[src/rtl/seg_scan_if.sv]
// Bundles the register-file read port and the display outputs of the scan driver.
// The master side is the scan driver; the slave side is the register file plus display.
interface seg_scan_if;
  logic [1:0] rd_addr;
  logic [3:0] rd_data;
  logic [3:0] digit_en;
  logic [7:0] seg;
  logic [3:0] sel;

  modport master (output rd_addr, seg, sel, input rd_data, digit_en);
  modport slave  (input rd_addr, seg, sel, output rd_data, digit_en);
endinterface

[src/rtl/seg_scan.sv]
// Four-digit common-anode seven-segment scan driver (BLANK/FETCH/SHOW per digit, digits 3..0).
// Optional leading-zero suppression is built when SEG_SCAN_ZBLANK_EN is defined.
module seg_scan #(
  parameter int DIV = 50000
) (
  input  logic      clk,
  input  logic      rst,
  seg_scan_if.master bus
);
  localparam int CW = (DIV > 1) ? $clog2(DIV) : 1;
  localparam logic [CW-1:0] LAST = CW'(DIV - 1);

  typedef enum logic [1:0] {BLANK, FETCH, SHOW} state_t;

  state_t        state_reg;
  logic [CW-1:0] count_reg;
  logic [1:0]    idx_reg;
  logic [7:0]    seg_reg;
  logic [3:0]    sel_reg;
  logic          tick;
  logic [7:0]    seg_show;

  function automatic logic [6:0] hex7(input logic [3:0] n);
    case (n)
      4'h0: hex7 = 7'h40;  4'h1: hex7 = 7'h79;  4'h2: hex7 = 7'h24;  4'h3: hex7 = 7'h30;
      4'h4: hex7 = 7'h19;  4'h5: hex7 = 7'h12;  4'h6: hex7 = 7'h02;  4'h7: hex7 = 7'h78;
      4'h8: hex7 = 7'h00;  4'h9: hex7 = 7'h10;  4'hA: hex7 = 7'h08;  4'hB: hex7 = 7'h03;
      4'hC: hex7 = 7'h46;  4'hD: hex7 = 7'h21;  4'hE: hex7 = 7'h06;  default: hex7 = 7'h0E;
    endcase
  endfunction

  assign tick        = (count_reg == LAST);
  assign bus.rd_addr = idx_reg;
  assign bus.seg     = seg_reg;
  assign bus.sel     = sel_reg;

`ifdef SEG_SCAN_ZBLANK_EN
  logic zflag_reg;
  logic zero_blank;
  // Digit 0 is exempt so an all-zero value still shows a single 0.
  assign zero_blank = (bus.rd_data == 4'h0) && !zflag_reg && (idx_reg != 2'd0);
  assign seg_show   = zero_blank ? 8'hFF : {1'b1, hex7(bus.rd_data)};

  always_ff @(posedge clk) begin
    if (rst) begin
      zflag_reg <= 1'b0;
    end else if (state_reg == FETCH) begin
      zflag_reg <= zflag_reg | (bus.rd_data != 4'h0);
    end else if (state_reg == SHOW && tick && idx_reg == 2'd0) begin
      zflag_reg <= 1'b0;
    end
  end
`else
  assign seg_show = {1'b1, hex7(bus.rd_data)};
`endif

  // seg/sel are computed from the next state so they are valid in the same cycle as it.
  always_ff @(posedge clk) begin
    if (rst) begin
      state_reg <= BLANK;
      count_reg <= '0;
      idx_reg   <= 2'd3;
      seg_reg   <= 8'hFF;
      sel_reg   <= 4'hF;
    end else begin
      count_reg <= tick ? '0 : count_reg + 1'b1;
      case (state_reg)
        BLANK: begin
          state_reg <= FETCH;
          seg_reg   <= 8'hFF;
          sel_reg   <= 4'hF;
        end
        FETCH: begin
          state_reg <= SHOW;
          if (bus.digit_en[idx_reg]) begin
            seg_reg <= seg_show;
            sel_reg <= ~(4'b0001 << idx_reg);
          end else begin
            seg_reg <= 8'hFF;
            sel_reg <= 4'hF;
          end
        end
        SHOW: begin
          if (tick) begin
            state_reg <= BLANK;
            idx_reg   <= idx_reg - 2'd1;
            seg_reg   <= 8'hFF;
            sel_reg   <= 4'hF;
          end
        end
        default: begin
          state_reg <= BLANK;
          seg_reg   <= 8'hFF;
          sel_reg   <= 4'hF;
        end
      endcase
    end
  end
endmodule

[src/flat_wrapper.sv]
// flat-port wrapper written by rule: the top's interface ports become plain ports
module seg_scan_flat 
#(
  parameter int DIV = 50000
)
  (clk, rst, bus_rd_addr, bus_seg, bus_sel, bus_rd_data, bus_digit_en);
  seg_scan_if bus_i ();
  input  logic clk;
  input  logic rst;
  output wire logic [$bits(bus_i.rd_addr)-1:0] bus_rd_addr;
  output wire logic [$bits(bus_i.seg)-1:0] bus_seg;
  output wire logic [$bits(bus_i.sel)-1:0] bus_sel;
  input wire logic [$bits(bus_i.rd_data)-1:0] bus_rd_data;
  input wire logic [$bits(bus_i.digit_en)-1:0] bus_digit_en;
  assign bus_rd_addr = bus_i.rd_addr;
  assign bus_seg = bus_i.seg;
  assign bus_sel = bus_i.sel;
  assign bus_i.rd_data = bus_rd_data;
  assign bus_i.digit_en = bus_digit_en;
  seg_scan #(.DIV(DIV)) u_core (.clk(clk), .rst(rst), .bus(bus_i));
endmodule
[config.mk]
export PLATFORM = sky130hd
export DESIGN_NAME = seg_scan_flat
export DESIGN_NICKNAME = d
export VERILOG_FILES = /design/src/rtl/seg_scan_if.sv /design/src/rtl/seg_scan.sv /design/src/flat_wrapper.sv
export SDC_FILE = /design/constraint.sdc
export NUM_CORES = 1
export LEC_CHECK = 0
export CAP_MARGIN = 20
export CORE_MARGIN = 2
export CORE_UTILIZATION = 44
export DETAILED_ROUTE_END_ITERATION = 12
export DONT_BUFFER_PORTS = 1
export GPL_ROUTABILITY_DRIVEN = 0
export PLACE_DENSITY_LB_ADDON = 0.12
export SYNTH_ARGS = -nofsm -noshare
export SYNTH_HDL_FRONTEND = slang
export SYNTH_SLANG_ARGS = --single-unit
[constraint.sdc]
create_clock -name clk -period 1.48 [get_ports clk]
set_input_delay 0.296 -clock clk [delete_from_list [all_inputs] [get_ports clk]]
set_output_delay 0.296 -clock clk [all_outputs]
set_load 0.01 [all_outputs]
# Word level (Yosys, flattened, before mapping)
# Memories as Yosys holds them, arrays and structs flattened.
# Cells that the tools add are included.
[op_classes] n_bitwise=1 n_lt_le_gt_ge=1 shift=1 n_eq_ne=4 muxes=10 reduce_logical=3 addsub=2
[ops] operator="16-bit by 1-bit adder with 16-bit output, second input constant" n=1
[ops] operator="16-bit == test, second input constant" n=1
[ops] operator="8-bit one-hot mux with 2 select lines" n=1
[ops] operator="4-bit two-way mux" n=2
[ops] operator="8-bit two-way mux" n=1
[ops] operator="4-bit one-hot mux with 2 select lines" n=1
[ops] operator="7-bit two-way mux" n=1
[ops] operator="2-bit one-hot mux with 3 select lines" n=1
[ops] operator="4-bit inverter" n=1
[ops] operator="1-bit by 2-bit << shifter with 4-bit output, first input constant" n=1
[ops] operator="2-bit by 3-bit less-than comparator with 1-bit output, second input constant" n=1
[ops] operator="1-bit binary-select mux with 2-bit select" n=1
[ops] operator="2-bit by 1-bit == test with 1-bit output, second input constant" n=1
[ops] operator="2-bit == test, second input constant" n=1
[ops] operator="2-bit zero test" n=1
[ops] operator="2-bit two-way mux" n=1
[ops] operator="2-bit by 1-bit != test with 1-bit output, second input constant" n=1
[ops] operator="2-bit AND reduction" n=1
[ops] operator="2-bit OR reduction" n=1
[ops] operator="2-bit by 1-bit subtractor with 2-bit output, second input constant" n=1
[ops] operator="1-bit two-way mux" n=1
[word_totals] regBits=32 word_cells=28 mem_count=1 rom_bits=112
[memory_table] memory="(name not given)" words=16 word_bits=7 read_ports=1 rd_clocked_by_memory_dff=0 wr=0 line="seg_scan.sv:24" rtl="case (n)"

# Depth between registers and ports, before layout
# Gate-level depths: netlist of run 1.
[depth] ltp_word=4 depth_mapped=7

# Least setup slack after synthesis of run 1
# OpenSTA, ideal clock, no wires.
[synth_path] path_type="register to register" startpoint="register u_core.idx_reg[0] (netlist: u_core.bus.rd_addr[0])" endpoint="register u_core.seg_reg[6] (netlist: u_core.bus.seg[6])" setup_slack_ns=-0.076 setup_time_ns=0.057 arrival_time_ns=1.498 required_ns=1.423 path_stages_with_launch=6 n_path_buf=1 cell_sequence="dfxtp_1 -> mux4_2 -> nor2b_4 -> buf_6 -> a22oi_1 -> or2_1"
[synth_via] elab_chain_cells=4
[synth_rtl] item="start: declaration" line="seg_scan.sv:17" rtl="logic [1:0] idx_reg;"
[synth_rtl] item="start signal: assignment" line="seg_scan.sv:86" rtl="idx_reg <= idx_reg - 2'd1;"
[synth_rtl] item="1-bit binary-select mux with 2-bit select" line="seg_scan.sv:75" rtl="if (bus.digit_en[idx_reg]) begin"
[synth_rtl] item="1-bit two-way mux (implied by the code)" line="seg_scan.sv:75"
[synth_rtl] item="7-bit two-way mux" line="seg_scan.sv:75"
[synth_rtl] item="8-bit one-hot mux with 2 select lines" line="seg_scan.sv:67" rtl="case (state_reg)"
[synth_rtl] item="end signal: assignment" line="seg_scan.sv:76" rtl="seg_reg <= seg_show;"
[synth_rtl] item="end: declaration" line="seg_scan.sv:18" rtl="logic [7:0] seg_reg;"
# Every way passes these cells. The select of a mux whose other input is x is not followed.
# A chain may end at the register's enable or synchronous reset.

# Final worst setup path of run 1
[layout_path] startpoint="register u_core.count_reg[0]" endpoint="register u_core.idx_reg[0] (netlist: u_core.bus.rd_addr[0])"
[layout_via] elab_chain_cells=2
[layout_rtl] item="start: declaration" line="seg_scan.sv:16" rtl="logic [CW-1:0] count_reg;"
[layout_rtl] item="start signal: assignment" line="seg_scan.sv:66" rtl="count_reg <= tick ? '0 : count_reg + 1'b1;"
[layout_rtl] item="16-bit == test" line="seg_scan.sv:32" rtl="assign tick = (count_reg == LAST);"
[layout_rtl] item="2-bit AND reduction (no line)"
# Every way passes these cells.

==> results of run 1 <==
-- through the flow --
stage                     cells   util  power (mW)  area (µm²)
final                       251  0.546        1.68        2000
after global routing        251  0.546        1.78        2000
after CTS                   250  0.530        1.69        1940
after detailed placement    243  0.500        1.04        1830
after global placement      243  0.500        1.03        1830
after floorplan             182      -        1.02        1670
-- repair_timing --
action | in CTS | in global routing
setup endpoints to repair | 22 | 17
setup buffers | 0 | 0
pin swaps | 0 | 6
cloned | 0 | 1
hold endpoints to repair | 0 | 0
gates resized for setup | 5 | 11
-- synthesized netlist by cell type, drive strengths merged (2+ instances only) --
cell type	count
buf	8
o31a	5
nand3b	4
nand3	7
nor4	4
a22oi	4
inv	10
xnor2	12
xor2	2
o211ai	2
o21ai	4
ha	12
nor2b	4
nor3	7
nor2	28
nand2	3
mux2	3
mux2i	2
nand4	4
mux4	2
or2	4
dfxtp	31
nor4bb	2
nand2b	6
a21oi	2
-- worst max path at each step --
stage	depth (start not counted)	start	slack, ns	to
floorplan	5	u_core.bus.rd_addr[0]	0.02	u_core.bus.seg[6]
global placement	6	u_core.count_reg[0]	-0.008	u_core.bus.sel[0]
detailed placement	6	u_core.count_reg[0]	-0.05	u_core.count_reg[9]
CTS	5	u_core.count_reg[0]	0.005	u_core.bus.rd_addr[0]
global route	6	u_core.count_reg[0]	-0.03	u_core.count_reg[9]
finish	6	u_core.count_reg[0]	0.03	u_core.bus.rd_addr[0]
-- cells in the final DEF (no fill, tap or decap), types with 3 or more instances in the layout --
| cell type | n |
|---|---|
| nand3_1 | 7 |
| o31a_1 | 5 |
| buf_4 | 22 |
| or2_1 | 4 |
| dfxtp_1 | 27 |
| clkbuf_8 | 6 |
| nand4_1 | 4 |
| mux2_2 | 3 |
| nand2_1 | 3 |
| nand2b_1 | 4 |
| nor2_1 | 27 |
| nand3b_1 | 4 |
| inv_1 | 10 |
| nor3_1 | 6 |
| dfxtp_2 | 4 |
| nor2b_1 | 3 |
| xnor2_1 | 12 |
| a22oi_1 | 4 |
| ha_1 | 11 |
| o21ai_0 | 3 |
-- layer usage --
layer / part of all wire / wire, µm
met2: 0.50 / 1770
met5: 0 / 0
met4: 0.013 / 47
met1: 0.44 / 1550
met3: 0.039 / 137
-- worst max-delay path: stages (launching register included) --
cell     delay [ns]
dfxtp_2        0.34
ha_4           0.16
and3_4         0.14
nand4_1        0.14
buf_4          0.15
nor3_1         0.04
or3b_1         0.35
-- report_power, final --
group	internal, mW	switching [mW]
logic	0.0757	0.0697
clock network	0.364	0.292
registers	0.859	0.0233
total	1.30	0.385
-- area by class of cell --
type,instances,area (µm²)
fill,325,1660
sequential,31,626
multi-input combinational,133,1020
inverter,10,37.5
timing repair buffer,22,165
tap,48,60.1
clock buffer,6,82.6
clock inverter,1,5.00
-- kinds of logic after synthesis --
family                   Yosys count
AND/OR/NAND/NOR                   77
flip-flops                        31
AO/OA/AOI/OAI                     21
buffers and inverters             19
XOR/XNOR                          14
adder cells (fa/ha/maj)           12
multiplexers                       7
other                              1
==> results_dict.tcl, run 1 <==
set metrics [dict create \
    grt_max_degree 24 \
    crit_fanout 3 \
    netlist_instances 182 \
    cts.htree.levels 2 \
    worstPathArrival_ns 1.60 \
    core-area_um2 3660 \
    numPortBuffers 0 \
    grt_pass1_vias 1321 \
    finalHoldViolations 0 \
    drt-vias-per-instance 5.37 \
    die_w_um 65.6 \
    ys.warnings.count 0 \
    drv_cap 0 \
    start_util 0.456 \
    start_kind "register" \
    reg2reg_to "u_core.bus.rd_addr[0]" \
    drt_wl_total_mm 3.50 \
    rsz0062_at_grt "yes" \
    worst_clock_skew_ns 0.00560 \
    p_per_area_nw_per_um2 843 \
    synthesis.nets 204 \
    die_area_um2 4300 \
    hpwl_mm 2.49 \
    grt_pass1_wl_mm 5.73 \
    worst-r2r-setup-slack_ns 0.03 \
    ys_ff_latch 31 \
    cts-root-buf "clkbuf_8" \
    synthTopCellsByArea "dfxtp_1, ha_1, nor2_1" \
    fmax_mhz 691 \
    place_ws_ns -0.0548 \
    wire_per_inst_um 14.0 \
    areaGrowthSynthToFinish_pct 19.8 \
    numClockSinks 31 \
    largest_reg_flops 16 \
    synthAdderAreaFrac 0.0900 \
    path_clk_slew_ns 0.06 \
    synth.area.mux_share 0.0593 \
    grtUsageTotal 0.173 \
    synth_compound_area_frac 0.0930 \
    synth_xor_area_frac 0.0735 \
    drv_slew 0 \
    use_met3 0.0497 \
    antenna_found_initial 0 \
    tritoncts "done" \
    seq_area_frac_synth 0.372 \
    synth_area_leader_cell "dfxtp_1" \
    antennaDiodeCount 0 \
    power_leakage_nw 0.738 \
    end_kind "register" \
    first_iter_violations 76 \
    synth-edff-count 0 \
    ant_nets 0 \
    top_usage_layer "met2" \
    finalSetupViolations 0 \
    synthFlopType "dfxtp_1" \
    cts_hold_buffers 0 \
    rows 22 \
    synth_cell_types 39 \
    grt_overflow 0 \
    timing.rr.start "u_core.count_reg[0]" \
    clock_tree.buffer_depth 2 \
    fin_crit_ns 1.45 \
    drtPass1Iterations 4 \
    synth_area_per_cell_um2 9.16 \
    synth_top_family_by_area "simple AND/OR/NAND/NOR gates" \
    grtUsageMet1 0.191 \
    ys_async_sr_fraction 0 \
    timing.setup.tns_ns 0 \
    synth_top_area_frac 0.372 \
    setup_ws_ns 0.0336 \
    met2_usage 0.318 \
    fin_nets 225 \
    io_pins 24 \
    clk_latency_ns 0.27 \
    rr_worst_depth 6 \
    finalCritPeriodShare 0.977 \
    drc 0 \
    criticalPathCategory "reg -> reg" \
    synth-simple-area-share 0.250 \
    hold-path-endpoint "u_core.state_reg[1]" \
    die_h_um 65.6 \
    holdWs_ns 0.0841 \
    hold_path_class "in -> reg" \
    status "finished, final reports clean" \
    cts_buffers 5 \
    synth.cell_area_um2 1670 \
    vias 1347 \
    worstPathRequired_ns 1.63 \
    whs_path_depth 1 \
    drive_above_1_share 0.251 \
    min_from "rst" \
    ir_drop_v 0.000620 \
]
(Power assumes the default switching activity.)
==> run 2, diff against run 1 <==
CAP_MARGIN = 10   (was 20)
PLACE_DENSITY = 0.66   (was unset)
PLACE_DENSITY_LB_ADDON = unset   (was 0.12)
==> run 2 against run 1 <==
Net effect:
- the run now ends with setup timing left
- cell count down 1.6%
- largest power group unchanged
- design area about the same
- largest cell class unchanged
- clock power increased by 4.6%
- fmax decreased by 3.7%
- die area is the same
- flip-flop and latch count did not move
- via count shrank 2.1%
- sequential power barely moved
- setup slack worse by 0.055 ns
- critical path depth down 1
- clock skew grew 0.0016 ns
==> results_dict.tcl, run 2 (synthesis results as in run 1) <==
set metrics [dict create \
    status "complete, but fails checks" \
    violations "setup timing" \
    die_h_um 65.6 \
    setup_ws_ns -0.0216 \
    rr_worst_depth 5 \
    p_comb_frac 0.083 \
    finalSetupViolations 1 \
    worst-r2r-setup-slack_ns -0.02 \
    rows 22 \
    antenna_found_initial 0 \
    switching_share 0.242 \
    die_area_um2 4300 \
    core-area_um2 3660 \
    cts_buffers 5 \
    drtPass1Iterations 4 \
    clock_tree.buffer_depth 2 \
    worstPathArrival_ns 1.68 \
    stdcell_count 247 \
    hold_path_class "in -> reg" \
    drc 0 \
    clk_latency_ns 0.30 \
    clkPwrFrac 0.401 \
    fin_nets 221 \
    worst_clock_skew_ns 0.00717 \
    cp-endpoint "u_core.count_reg[13]" \
    ir_drop_v 0.000453 \
    crit_fanout 5 \
    hpwl_mm 2.37 \
    finalHoldViolations 0 \
    grt_pass1_wl_mm 5.75 \
    final_common_cell "nor2_1" \
    drt_wl_total_mm 3.52 \
    start_kind "register" \
    fmax_mhz 666 \
    power_leakage_nw 0.723 \
    first_iter_violations 70 \
    mostFrequentLayoutCells "nor2_1, dfxtp_1, buf_4, xnor2_1, ha_1" \
    numClockSinks 31 \
    p_sw_mw 0.414 \
    start_util 0.456 \
    power_frac_seq 0.516 \
    fin_crit_ns 1.50 \
    numPortBuffers 0 \
    cts.htree.levels 2 \
    grt_pass1_vias 1308 \
    io_pins 24 \
    die_w_um 65.6 \
    grt_overflow 0 \
    path_clk_slew_ns 0.07 \
    grtUsageTotal 0.177 \
    vias 1319 \
    tritoncts "done" \
    ant_nets 0 \
    fillers 317 \
    antennaDiodeCount 0 \
    finalCritPeriodShare 1.01 \
    crit_start "u_core.count_reg[10]" \
    rsz0062_at_grt "yes" \
    worstPathRequired_ns 1.66 \
    criticalPathCategory "reg -> reg" \
    cts-root-buf "clkbuf_8" \
    areaGrowthSynthToFinish_pct 19.9 \
    drt-vias-per-instance 5.34 \
    p_per_area_nw_per_um2 855 \
    timing.rr.start "u_core.count_reg[10]" \
    wire_per_inst_um 14.2 \
    grt_max_degree 24 \
    drv_cap 0 \
    largest_reg_flops 16 \
    end_kind "register" \
    cts_setup_buffers 0 \
    reg2reg_to "u_core.count_reg[13]" \
    timing.setup.tns_ns -0.0216 \
    p_int_mw 1.30 \
    dpl.cell_count 240 \
    drv_slew 0 \
    drive_above_1_share 0.281 \
]
==> run 2: cell types whose count changed in the layout (fill, tap and decap cells not counted), moves of 2 or more <==
| cell | previous run | this run |
|---|---|---|
| dfxtp_2 | 4 | 10 |
| nor4_1 | 2 | 0 |
| buf_4 | 22 | 18 |
| dfxtp_1 | 27 | 21 |
| nor4_2 | 2 | 4 |
==> run 2: area by class of cell <==
class	instances	area [µm²]	area share
Multi-Input combinational cell	132	1030	0.518
Sequential cell	31	633	0.317
Timing Repair Buffer	19	146	0.0732
Clock buffer	6	82.6	0.0413
Tap cell	48	60.1	0.0300
Inverter	10	37.5	0.0188
Clock inverter	1	5.00	0.00250
==> run 2: worst min path at each step <==
stage	start	cells past startpoint	slack (ns)	endpoint
floorplan	u_core.state_reg[0]	1	0.40	u_core.state_reg[0]
global placement	rst	1	0.37	u_core.state_reg[0]
detailed placement	rst	1	0.37	u_core.state_reg[1]
CTS	rst	1	0.06	u_core.state_reg[0]
global route	rst	1	0.06	u_core.state_reg[0]
finish	rst	1	0.06	u_core.state_reg[0]
==> run 2: stage by stage <==
stage	util	hold WS, ns	power [mW]	setup WS [ns]	instance area (µm²)
6_report	0.546	0.0597	1.71	-0.0216	2000
5_1_grt	0.546	0.0602	1.78	-0.0709	2000
4_1_cts	0.525	0.0571	1.72	0.00298	1920
3_5_place_dp	0.494	0.371	1.03	-0.0356	1810
3_3_place_gp	0.494	0.371	1.03	0.0109	1810
2_1_floorplan	-	0.402	1.02	0.0193	1670
==> run 2: repair_timing <==
action,CTS,global route
hold buffers,0,0
setup endpoints to repair,18,13
resized for setup,5,21
pin swaps,0,10
==> run 2: critical path, cell delays in order (launching register included) <==
cell	delay, ns
dfxtp_1	0.34
buf_4	0.12
nand4_1	0.28
nor4_2	0.42
xnor2_1	0.17
nor2_1	0.05
==> run 2: power groups by stage <==
stage | sequential (mW) | combinational, mW | clock (mW)
floorplan | 0.893 | 0.130 | 0
global placement | 0.895 | 0.132 | 0
detailed placement | 0.897 | 0.137 | 0
CTS | 0.878 | 0.140 | 0.700
global route | 0.884 | 0.160 | 0.738
finish | 0.882 | 0.142 | 0.686
==> run 2: metal layers <==
metal  GRT usage  routed length [µm]  vias up
met4       0.109                 104        0
li1            -                   -      659
met3      0.0445                 173       11
met2       0.298                1750       32
met1       0.200                1490      617
met5           0                   0        -
==> run 3, diff against run 2 <==
ABC_AREA = 1   (was unset)
CTS_CLUSTER_DIAMETER = 120   (was unset)
clock period = 1.3 ns   (was 1.48 ns; I/O delays follow)
==> run 3 against run 2 <==
Net effect:
- the run still ends with setup timing left
- register-to-register slack got worse by 0.02 ns
- cell count increased by 42%
- setup slack got worse by 0.020 ns
- critical path type unchanged
- critical endpoint is now u_core.bus.seg[3]
- largest power group unchanged
==> results_dict.tcl, run 3 <==
set metrics [dict create \
    switching_share 0.256 \
    power.total_mw 2.37 \
    power_frac_seq 0.440 \
    antenna_found_initial 0 \
    io_pins 24 \
    crit_fanout 7 \
    start_kind "register" \
    synth-edff-count 0 \
    finalCritPeriodShare 1.03 \
    reg2reg_to "u_core.bus.seg[3]" \
    die_h_um 70.9 \
    numPortBuffers 0 \
    tritoncts "done" \
    post-route-util 0.564 \
    synth_commonest_cells "nand2_1, nor2_1, dfxtp_1" \
    power_leakage_nw 1.02 \
    drtPass1Iterations 4 \
    cts_hold_buffers 0 \
    seq_area_frac_synth 0.316 \
    areaGrowthSynthToFinish_pct 24.0 \
    rows 24 \
    drt_wl_total_mm 4.15 \
    p_comb_frac 0.139 \
    clock_tree.buffer_depth 2 \
    cts-root-buf "clkbuf_8" \
    cts_buffers 5 \
    ys_async_sr_fraction 0 \
    stdcell_count 351 \
    worstPathRequired_ns 1.48 \
    hold_path_class "in -> reg" \
    hpwl_mm 3.13 \
    clkPwrFrac 0.421 \
    holdWs_ns 0.0193 \
    antennaDiodeCount 0 \
    synth_cell_types 26 \
    die_w_um 70.9 \
    drc 0 \
    yosysMostFrequentCell "nand2_1" \
    p_per_area_nw_per_um2 971 \
    finalHoldViolations 0 \
    synth.cell_area_um2 1970 \
    finalSetupViolations 11 \
    grtUsageTotal 0.180 \
    clk_latency_ns 0.29 \
    synthTopCellsByArea "dfxtp_1, nand2_1, nand3_2" \
    synth_area_per_cell_um2 7.34 \
    die_area_um2 5020 \
    wire_per_inst_um 11.8 \
    grt_max_degree 17 \
    core-area_um2 4320 \
    p_sw_mw 0.608 \
    fmax_mhz 746 \
    p_int_mw 1.76 \
    synthesis.nets 290 \
    final_common_cell "nand2_1" \
    vias 1716 \
    netlist_instances 268 \
    worst-r2r-setup-slack_ns -0.04 \
    mostFrequentLayoutCells "nand2_1, nor2_1, buf_4, nand3_1" \
    ant_nets 0 \
    min_from "rst" \
    setup_ws_ns -0.0412 \
    end_kind "register" \
    drv_cap 0 \
    violations "setup timing" \
    start_util 0.455 \
    synth_top_area_frac 0.316 \
    fillers 422 \
    cts.htree.levels 2 \
    dpl.cell_count 341 \
    synth_area_leader_cell "dfxtp_1" \
    drv_slew 0 \
    grt_pass1_wl_mm 7.16 \
    status "complete, but fails checks" \
    timing.setup.tns_ns -0.376 \
    final_cell_area_um2 2440 \
    worst_clock_skew_ns 0.00692 \
    first_iter_violations 36 \
    drive_above_1_share 0.318 \
    synthFlopType "dfxtp_1" \
    rsz0062_at_grt "yes" \
    ys.warnings.count 0 \
    worstPathArrival_ns 1.52 \
    grt_pass1_vias 1723 \
    drt-vias-per-instance 4.89 \
    place_area_um2 2250 \
    ys_ff_latch 31 \
    hold-path-endpoint "u_core.state_reg[1]" \
    path_clk_slew_ns 0.07 \
    fin_crit_ns 1.34 \
    ir_drop_v 0.000881 \
    place_ws_ns -0.0653 \
    criticalPathCategory "reg -> reg" \
    grt_overflow 0 \
    whs_path_depth 1 \
    timing.rr.start "u_core.count_reg[0]" \
    rr_worst_depth 9 \
    largest_reg_flops 16 \
    numClockSinks 31 \
    fin_nets 320 \
]
==> run 3: cell count changes after synthesis, moves of 5 or more <==
cell      delta
nand3_2     +19
a21oi_1      +7
nand3_1     +23
inv_1       +17
nor2_1       +5
nand2_2     +10
nand2b_1     -5
nand2_1     +49
o31a_1       -5
xnor2_1     -10
==> run 3: timing repair <==
item | in CTS | in global routing
pin swaps | 3 | 1
buffers inserted | 2 | 0
endpoints found under the setup margin | 30 | 30
gates resized for setup | 3 | 10
==> run 3: cells by family after synthesis <==
family                     Yosys count  synth area share
buffers and inverters               40            0.0980
DFF                                 31             0.316
AOI/OAI and AO/OA                   13            0.0331
other                                1           0.00191
and+or+nand+nor                    165             0.448
adders and majority gates           12            0.0763
xor gates and xnor gates             6            0.0267
==> run 3: cell type report <==
class	count	area, µm²	share of cell area
multi-input combinational	197	1230	0.506
timing repair buffer	33	285	0.117
clock inverter	2	35.0	0.0144
inverter	30	113	0.0462
tap	52	65.1	0.0267
clock buffer	6	82.6	0.0338
sequential	31	626	0.256
==> run 3: worst max path at each step <==
stage	startpoint	endpoint	cells past startpoint
3_5_place_dp	u_core.count_reg[1]	u_core.count_reg[12]	8
5_1_grt	u_core.count_reg[0]	u_core.bus.seg[4]	9
3_3_place_gp	u_core.count_reg[1]	u_core.count_reg[9]	8
4_1_cts	u_core.count_reg[0]	u_core.bus.seg[3]	9
2_1_floorplan	u_core.count_reg[1]	u_core.bus.seg[1]	9
6_report	u_core.count_reg[0]	u_core.bus.seg[3]	9
==> run 3: layer usage <==
| metal | routed length, µm | global-route usage |
|---|---|---|
| met3 | 154 | 0.0484 |
| met5 | 0 | 0 |
| met1 | 1720 | 0.189 |
| met4 | 55 | 0.0734 |
| met2 | 2230 | 0.336 |
==> run 3: worst max-delay path, cell delays in order, from the launching register on <==
cell,delay [ns]
dfxtp_2,0.35
ha_4,0.15
nand2_4,0.06
nor2_4,0.09
inv_2,0.05
nor2_4,0.15
nand2_8,0.12
buf_12,0.16
nand3_2,0.05
nand3_2,0.05
==> run 3: power groups by stage <==
stage | clock (mW) | combinational [mW] | sequential (mW)
2_1_floorplan | 0 | 0.263 | 1.06
3_3_place_gp | 0 | 0.312 | 1.06
3_5_place_dp | 0 | 0.321 | 1.06
4_1_cts | 1.01 | 0.329 | 1.04
5_1_grt | 1.06 | 0.371 | 1.05
6_report | 0.998 | 0.329 | 1.04
